===== config.mk =====
export PLATFORM = sky130hd
export DESIGN_NAME = mem_ctrl
export DESIGN_NICKNAME = d
export VERILOG_FILES = /design/src/rtl/mem_ctrl.sv
export SDC_FILE = /design/constraint.sdc
export NUM_CORES = 1
export LEC_CHECK = 0
export ABC_AREA = 1
export BUFFER_PORTS_ARGS = -buffer_cell sky130_fd_sc_hd__buf_2
export CAP_MARGIN = 40
export CORE_MARGIN = 2
export CORE_UTILIZATION = 35
export CTS_CLUSTER_SIZE = 40
export DETAILED_ROUTE_END_ITERATION = 10
export GPL_TIMING_DRIVEN = 0
export PLACE_DENSITY = 0.58
export RECOVER_POWER = 100
export SLEW_MARGIN = 10
export SYNTH_ARGS = -nofsm -noshare
export SYNTH_HDL_FRONTEND = slang
export SYNTH_SLANG_ARGS = --single-unit

===== constraint.sdc =====
create_clock -name clk -period 2.6 [get_ports clk]
set_input_delay 0.39 -clock clk [delete_from_list [all_inputs] [get_ports clk]]
set_output_delay 0.39 -clock clk [all_outputs]
set_load 0.01 [all_outputs]

===== src/rtl/mem_ctrl.sv =====
// mem_ctrl: serialises one load/store request into single-byte accesses on a
// byte-wide RAM/IO bus. It returns a one-cycle ok pulse, and for loads the
// pulse carries the zero-extended little-endian word.
module mem_ctrl #(
    parameter int unsigned ADDR_WIDTH    = 32,
    parameter int unsigned DATA_WIDTH    = 32,
    parameter logic [31:0] IO_ADDR_BOUND = 32'h30000
) (
    input  logic                  clk,
    input  logic                  rst,
    input  logic                  rdy,
    input  logic                  ena_from_ls,
    input  logic [ADDR_WIDTH-1:0] addr_from_ls,
    input  logic [DATA_WIDTH-1:0] data_from_ls,
    input  logic                  wr_flag_from_ls,
    input  logic [2:0]            size_from_ls,
    input  logic                  rollback_flag_from_rob,
    output logic                  ok_flag_to_ls,
    output logic [DATA_WIDTH-1:0] data_to_ls,
    input  logic [7:0]            mem_din,
    output logic [7:0]            mem_dout,
    output logic [ADDR_WIDTH-1:0] mem_a,
    output logic                  mem_wr,
    input  logic                  io_buffer_full
);

    localparam int unsigned NBYTES = DATA_WIDTH / 8;
    localparam logic [ADDR_WIDTH-1:0] IO_BOUND = ADDR_WIDTH'(IO_ADDR_BOUND);

    typedef enum logic [1:0] {
        S_IDLE  = 2'd0,
        S_READ  = 2'd1,
        S_WRITE = 2'd2
    } state_t;

    state_t                state_q, state_d;
    logic [ADDR_WIDTH-1:0] addr_q, addr_d;
    logic [DATA_WIDTH-1:0] data_q, data_d;
    logic [2:0]            n_q, n_d;
    logic [2:0]            cnt_q, cnt_d;
    logic [DATA_WIDTH-1:0] buf_q, buf_d;
    logic                  ok_q, ok_d;
    logic [DATA_WIDTH-1:0] rdata_q, rdata_d;
    logic [ADDR_WIDTH-1:0] mem_a_q, mem_a_d;
    logic [7:0]            mem_dout_q, mem_dout_d;
    logic                  mem_wr_q, mem_wr_d;

    logic [2:0]            size_n_c;
    logic [2:0]            cap_idx_c;
    logic [DATA_WIDTH-1:0] buf_next_c;
    logic [7:0]            wbyte_c;
    logic                  io_stall_c;

    assign ok_flag_to_ls = ok_q;
    assign data_to_ls    = rdata_q;
    assign mem_a         = mem_a_q;
    assign mem_dout      = mem_dout_q;
    assign mem_wr        = mem_wr_q;

    // Byte count: sizes 0 and above 4 mean a full word.
    always_comb begin
        size_n_c = size_from_ls;
        if (size_from_ls == 3'd0 || size_from_ls > 3'd4) begin
            size_n_c = 3'd4;
        end
    end

    // Merge the incoming read byte into the assembly buffer; pick the store byte.
    always_comb begin
        cap_idx_c  = cnt_q - 3'd2;
        buf_next_c = buf_q;
        wbyte_c    = 8'h00;
        for (int b = 0; b < NBYTES; b++) begin
            if (cap_idx_c == 3'(b)) begin
                buf_next_c[8*b +: 8] = mem_din;
            end
            if (cnt_q == 3'(b)) begin
                wbyte_c = data_q[8*b +: 8];
            end
        end
    end

    assign io_stall_c = (addr_q >= IO_BOUND) && io_buffer_full;

    // Next-state and registered-output logic; everything holds while rdy=0.
    always_comb begin
        state_d    = state_q;
        addr_d     = addr_q;
        data_d     = data_q;
        n_d        = n_q;
        cnt_d      = cnt_q;
        buf_d      = buf_q;
        ok_d       = ok_q;
        rdata_d    = rdata_q;
        mem_a_d    = mem_a_q;
        mem_dout_d = mem_dout_q;
        mem_wr_d   = mem_wr_q;
        if (rdy) begin
            case (state_q)
                S_IDLE: begin
                    ok_d     = 1'b0;
                    mem_wr_d = 1'b0;
                    if (ena_from_ls && wr_flag_from_ls) begin
                        addr_d  = addr_from_ls;
                        data_d  = data_from_ls;
                        n_d     = size_n_c;
                        state_d = S_WRITE;
                        if ((addr_from_ls >= IO_BOUND) && io_buffer_full) begin
                            cnt_d = 3'd0;
                        end else begin
                            mem_a_d    = addr_from_ls;
                            mem_dout_d = data_from_ls[7:0];
                            mem_wr_d   = 1'b1;
                            cnt_d      = 3'd1;
                        end
                    end else if (ena_from_ls && !rollback_flag_from_rob) begin
                        addr_d  = addr_from_ls;
                        n_d     = size_n_c;
                        state_d = S_READ;
                        mem_a_d = addr_from_ls;
                        cnt_d   = 3'd1;
                        buf_d   = '0;
                    end
                end
                S_READ: begin
                    mem_wr_d = 1'b0;
                    if (rollback_flag_from_rob) begin
                        state_d = S_IDLE;
                        cnt_d   = 3'd0;
                        buf_d   = '0;
                    end else begin
                        if (cnt_q < n_q) begin
                            mem_a_d = addr_q + ADDR_WIDTH'(cnt_q);
                        end
                        if (cnt_q >= 3'd2) begin
                            buf_d = buf_next_c;
                        end
                        if (cnt_q == n_q + 3'd1) begin
                            rdata_d = buf_next_c;
                            ok_d    = 1'b1;
                            state_d = S_IDLE;
                            cnt_d   = 3'd0;
                        end else begin
                            cnt_d = cnt_q + 3'd1;
                        end
                    end
                end
                S_WRITE: begin
                    if (cnt_q < n_q) begin
                        if (io_stall_c) begin
                            mem_wr_d = 1'b0;
                        end else begin
                            mem_a_d    = addr_q + ADDR_WIDTH'(cnt_q);
                            mem_dout_d = wbyte_c;
                            mem_wr_d   = 1'b1;
                            cnt_d      = cnt_q + 3'd1;
                        end
                    end else begin
                        mem_wr_d = 1'b0;
                        ok_d     = 1'b1;
                        state_d  = S_IDLE;
                        cnt_d    = 3'd0;
                    end
                end
                default: begin
                    state_d = S_IDLE;
                end
            endcase
        end
    end

    // State and output registers.
    always_ff @(posedge clk or negedge rst) begin
        if (!rst) begin
            state_q    <= S_IDLE;
            addr_q     <= '0;
            data_q     <= '0;
            n_q        <= 3'd0;
            cnt_q      <= 3'd0;
            buf_q      <= '0;
            ok_q       <= 1'b0;
            rdata_q    <= '0;
            mem_a_q    <= '0;
            mem_dout_q <= 8'h00;
            mem_wr_q   <= 1'b0;
        end else begin
            state_q    <= state_d;
            addr_q     <= addr_d;
            data_q     <= data_d;
            n_q        <= n_d;
            cnt_q      <= cnt_d;
            buf_q      <= buf_d;
            ok_q       <= ok_d;
            rdata_q    <= rdata_d;
            mem_a_q    <= mem_a_d;
            mem_dout_q <= mem_dout_d;
            mem_wr_q   <= mem_wr_d;
        end
    end

endmodule


**Yosys cells after proc, flatten, opt, wreduce, memory -nomap -nowiden**

Cells that the tools add are included.

- Input bits: 82
- Output and inout bits: 74
- Register bits: 178

- Equal/unequal tests: 24
- Mux-type cells: 53
- Reductions and logical operators: 24
- Add/subtract/negate cells: 4
- Magnitude comparators: 5
- Bitwise operators: 1

Operator list:

| kind | number |
|---|---|
| 32-bit 2-to-1 mux | 12 |
| 8-bit 2-to-1 mux | 12 |
| 32-bit one-hot mux with 3 select lines | 1 |
| 32-bit by 18-bit greater-or-equal comparator with 1-bit output, second input constant | 2 |
| 32-bit one-hot mux with 2 select lines | 1 |
| 32-bit by 3-bit adder with 32-bit output | 1 |
| 3-bit 2-to-1 mux | 9 |
| 2-bit != test, second input constant | 10 |
| 8-bit one-hot mux with 2 select lines | 1 |
| 3-bit != test, second input constant | 5 |
| 3-bit by 2-bit equality test with 1-bit output, second input constant | 4 |
| 4-bit AND reduction | 3 |
| 2-bit 2-to-1 mux | 5 |
| 5-bit AND reduction | 2 |
| 3-bit zero test | 3 |
| 3-bit one-hot mux with 3 select lines | 1 |
| 1-bit 2-to-1 mux | 8 |
| 8-bit AND reduction | 1 |
| 3-bit by 1-bit adder with 3-bit output, second input constant | 2 |
| 3-bit by 1-bit equality test with 1-bit output, second input constant | 2 |
| 1-bit one-hot mux with 3 select lines | 2 |
| 2-bit one-hot mux with 3 select lines | 1 |
| 3-bit AND reduction | 2 |
| 6-bit AND reduction | 1 |
| 15 further kinds | 20 |

**Depth between registers and ports, before layout**

- Word-level depth: 8
- Depth in mapped cells: 12

**Least setup slack after synthesis**

Ideal clock, no wire load.

- Path kind: reg-to-reg
- From: register cnt_q[0]
- To: register mem_a_q[12], in the netlist mem_a[12]
- Cell stages (with the launch flop): 12
- Slack: 691 ps
- Arrival time: 1793 ps
- Required time: 2484 ps
- Setup time: 116 ps
- Path buffers: 0
- Cells stage by stage: dfrtp_1 > ha_1 > fa_1 > nand2_1 > nand2_1 > nand2_1 > nor2_2 > or2_2 > nand3_1 > nand2_1 > nand2_1 > nand2_1

- Word-level cells in the longest chain between the ends: 4
- Elaborated cells between the ends (all ways): 10
- Those cells by class: add/sub: 1; order compare: 1; eq/ne: 2; mux: 5; reduce/logical: 1

Ends and longest elaborated chain:

| element | RTL line | RTL |
|---|---|---|
| from (decl) | 40 | `logic [2:0] cnt_q, cnt_d;` |
| from (signal assigned) | 191 | `cnt_q <= cnt_d;` |
| 32-bit by 3-bit adder with 32-bit output | 133, 153 |  |
| 32-bit 2-to-1 mux, on equally long branches | 150, 132 |  |
| 32-bit 2-to-1 mux, on equally long branches | 149, 127 |  |
| 32-bit one-hot mux with 3 select lines | 99 | `case (state_q)` |
| to (signal assigned) | 195 | `mem_a_q <= mem_a_d;` |
| to (decl) | 44 | `logic [ADDR_WIDTH-1:0] mem_a_q, mem_a_d;` |

Several ways; a longest one is shown, not always the timed one. The select of a mux whose other input is x is not followed.
A chain may end at the register's enable or synchronous reset.

**Worst setup path in the final report**

- From: register state_q[1]
- To: register rdata_q[12], in the netlist data_to_ls[12]

- Word-level cells in the longest chain between the ends: 2

Ends and longest elaborated chain:

| element | RTL line | RTL |
|---|---|---|
| from (decl) | 36 | `state_t state_q, state_d;` |
| from (signal assigned) | 187 | `state_q <= state_d;` |
| 2-bit by 1-bit equality test with 1-bit output | 99 |  |
| 4-bit AND reduction (no line) | - |  |
| to (signal assigned) | 194 | `rdata_q <= rdata_d;` |
| to (decl) | 43 | `logic [DATA_WIDTH-1:0] rdata_q, rdata_d;` |

Every way passes these cells.

==> flow_summary.ini <==
[pwr]
p_leak_nw = 5.72
power_frac_seq = 0.367
pwr-share-comb = 0.404
p_sw_mw = 5.48
ir_drop_mv = 0.484
powerDensity_mw_per_mm2 = 1100
internal_power_mw = 6.78
clock_power_share = 0.229
swShare = 0.447

[synthesis]
yosysWarnings = 0
yosysUniqueCellTypes = 32
synthArstFlopShare = 1.00
synth_common_cells = nand2_1, dfrtp_1, nor2_1
netlist_area_mm2 = 0.00939
synth_top_area_share = 0.474
synth.most_common_cell = nand2_1
synth_area_leaders = dfrtp_1, nand2_1, nor2_1
mappedNetlistNets = 1344
synth_flop_cell = dfrtp_1
syn_inst = 1243
yosysTopAreaCell = dfrtp_1
synth_edf_count = 0
ys_ff_latch = 178
synth_seq_area_share = 0.474
avgSynthCellArea_um2 = 7.55

[worst_setup_path]
cp_max_fo = 10
path_cells = inv_1, ha_1, inv_1, nor2_1, nand2_2, clkbuf_1, nand2_1, o21ai_0
crit_top_cell = inv_1
crit_required_ns = 2.93
cp_slowest_cell = nor2_1
cp.arrival_ns = 2.62
crit_buf_inv = 3
critPathLaunchType = flop
endpoint_kind = flop
crit_family = simple AND/OR/NAND/NOR gates
criticalPathCategory = reg2reg
max_stage_delay_ns = 0.52

[timing]
setup_viol = 0
max_slew_margin = 0.186
skew_ns = 0.0158
post-route-min-period_ns = 2.29
fin_crit_sh = 0.882
hold_violations = 0
max_freq_mhz = 436
tightest_slew_ns = 1.22
slew_viol_final = 0
rsz0062_at_grt = no
final.setup.tns_ns = 0
setup_ws_ns = 0.307

[cts]
cts.repair.resized = 0
cts_sinks = 178
htree_levels = 4
postCtsSetupBuffers = 0
clk_pin_slew_ns = 0.09
hold_buffers = 1
clkLatencyLatePin_ns = 0.45
cts_tree = yes
cts_buffer_depth = 2
cts_made_buffers = 17
cts_root_buf = clkbuf_16

[placement]
place.gp.congestion = 0.913
dp_worst_setup_slack_ns = 0.396
place_area_mm2 = 0.0106
dp_hpwl_um = 20700
port_buffers = 155

[global_route]
grt_pass1_wl_um = 45100
grt_max_degree = 98
track_usage = 0.203
first_global_vias = 8245
grt.overflow.total = 0
antenna_found_initial = 2

[cells_and_area]
nFillCells = 2781
areaGrowthSynthToFinish_pct = 18.9
fin_util = 0.426
final_cell_area_mm2 = 0.0112
layout.nets = 1520
drive_gt1_frac = 0.108

[floorplanning]
core_region_area_mm2 = 0.0262
pin_count = 156
row_count = 59
die_x_um = 168
initial_core_util = 0.358
dieArea_mm2 = 0.0281
die_y_um = 168

[detailed_routing]
drt-pass1-iter-count = 5
drc = 0
drt_iter0_drc = 652
detail-route-antenna-nets = 0
drt-total-wl_um = 28200
via_count = 8585
vias_per_cell = 4.86
wl_per_cell_um = 16.0

[outcome]
run_status = finished, final reports clean

[hold_path]
hold_class = in2reg

[run]
drv_cap = 0
[path summary, 6_finish.rpt]
check / start / depth (start not counted) / endpoint / slack [ns]
max: state_q[1]$_DFFE_PN0P_ / 8 / data_to_ls[12]$_DFFE_PN0P_ / 0.31
min in group asynchronous: rst / 2 / mem_a[22]$_DFFE_PN0P_ / 0.73
min: data_from_ls[31] / 3 / data_q[31]$_DFFE_PN0P_ / 0.13
min reg2reg: mem_a[20]$_DFFE_PN0P_ / 2 / mem_a[20]$_DFFE_PN0P_ / 0.48
max in group asynchronous: rst / 3 / buf_q[17]$_DFFE_PN0P_ / 0.75
max reg2reg: state_q[1]$_DFFE_PN0P_ / 8 / data_to_ls[12]$_DFFE_PN0P_ / 0.31
[cells by family (layout without fill, tap and decap cells)]
group,after synthesis,in the layout,share of synthesized area
muxes,32,32,0.0341
DFF,178,178,0.474
and+or+nand+nor,775,775,0.345
xor gates and xnor gates,3,3,0.00280
buffers and inverters,113,302,0.0504
other,0,1,0
AOI/OAI and AO/OA,123,123,0.0676
adders and majority gates,19,19,0.0261
[placed cells by master (no fill, tap or decap), drive strengths merged, types with 3 or more instances in the layout]
| master | netlist | final |
|---|---|---|
| nand3 | 73 | 73 |
| a21oi | 20 | 20 |
| nand3b | 35 | 35 |
| o21ai | 98 | 98 |
| nand2 | 536 | 536 |
| inv | 70 | 75 |
| or2 | 3 | 3 |
| clkinv | 0 | 9 |
| dfrtp | 178 | 178 |
| clkbuf | 18 | 122 |
| nor2 | 126 | 126 |
| mux2i | 32 | 32 |
| buf | 25 | 94 |
| ha | 18 | 18 |
[worst reg2reg max path: stages, from the launching register on]
cell      delay, ns
dfrtp_1        0.41
inv_1          0.10
ha_1           0.24
inv_1          0.06
nor2_1         0.52
nand2_2        0.35
clkbuf_1       0.31
nand2_1        0.11
o21ai_0        0.09
[final cells by class]
cell class / count / area (µm²) / share of cell area
Inverter: 70 / 263 / 0.0235
Clock buffer: 17 / 425 / 0.0381
Tap cell: 335 / 419 / 0.0376
Clock inverter: 15 / 233 / 0.0209
Timing Repair Buffer: 157 / 723 / 0.0648
Sequential cell: 178 / 4450 / 0.399
Buffer: 43 / 194 / 0.0174
Antenna cell: 1 / 2.50 / 0.000224
Multi-Input combinational cell: 952 / 4440 / 0.398
[stage by stage]
stage | cells | hold WS (ns) | power, mW
4_1_cts | 1767 | 0.120 | 12.5
3_5_place_dp | 1734 | 0.437 | 9.66
6_report | 1768 | 0.128 | 12.3
2_1_floorplan | 1243 | 0.0944 | 7.76
3_3_place_gp | 1733 | 0.454 | 9.59
5_1_grt | 1767 | 0.136 | 13.3
[power by group through the flow]
| stage | sequential [mW] | clock, mW | combinational, mW |
|---|---|---|---|
| floorplan | 4.59 | 0 | 3.17 |
| global placement | 4.52 | 0 | 5.07 |
| detailed placement | 4.53 | 0 | 5.13 |
| CTS | 4.49 | 2.87 | 5.17 |
| global route | 4.64 | 2.98 | 5.67 |
| finish | 4.50 | 2.81 | 4.95 |
[routing by layer]
| metal | share of wire | vias up | global-route usage |
|---|---|---|---|
| met5 | 0.00060 | - | 0 |
| met4 | 0.019 | 2 | 0.0673 |
| met3 | 0.045 | 35 | 0.0327 |
| met2 | 0.44 | 226 | 0.305 |
| met1 | 0.50 | 4014 | 0.297 |
| li1 | - | 4308 | - |
[state kept, by name, summed over array words and instances, names as in the netlist]
name / flops
data_to_ls: 32
data_q: 32
mem_a: 32
mem_wr: 1
addr_q: 32
mem_dout: 8
state_q: 2
n_q: 3
ok_flag_to_ls: 1
cnt_q: 3
buf_q: 32
No activity file was read; power rests on OpenSTA's default activity.
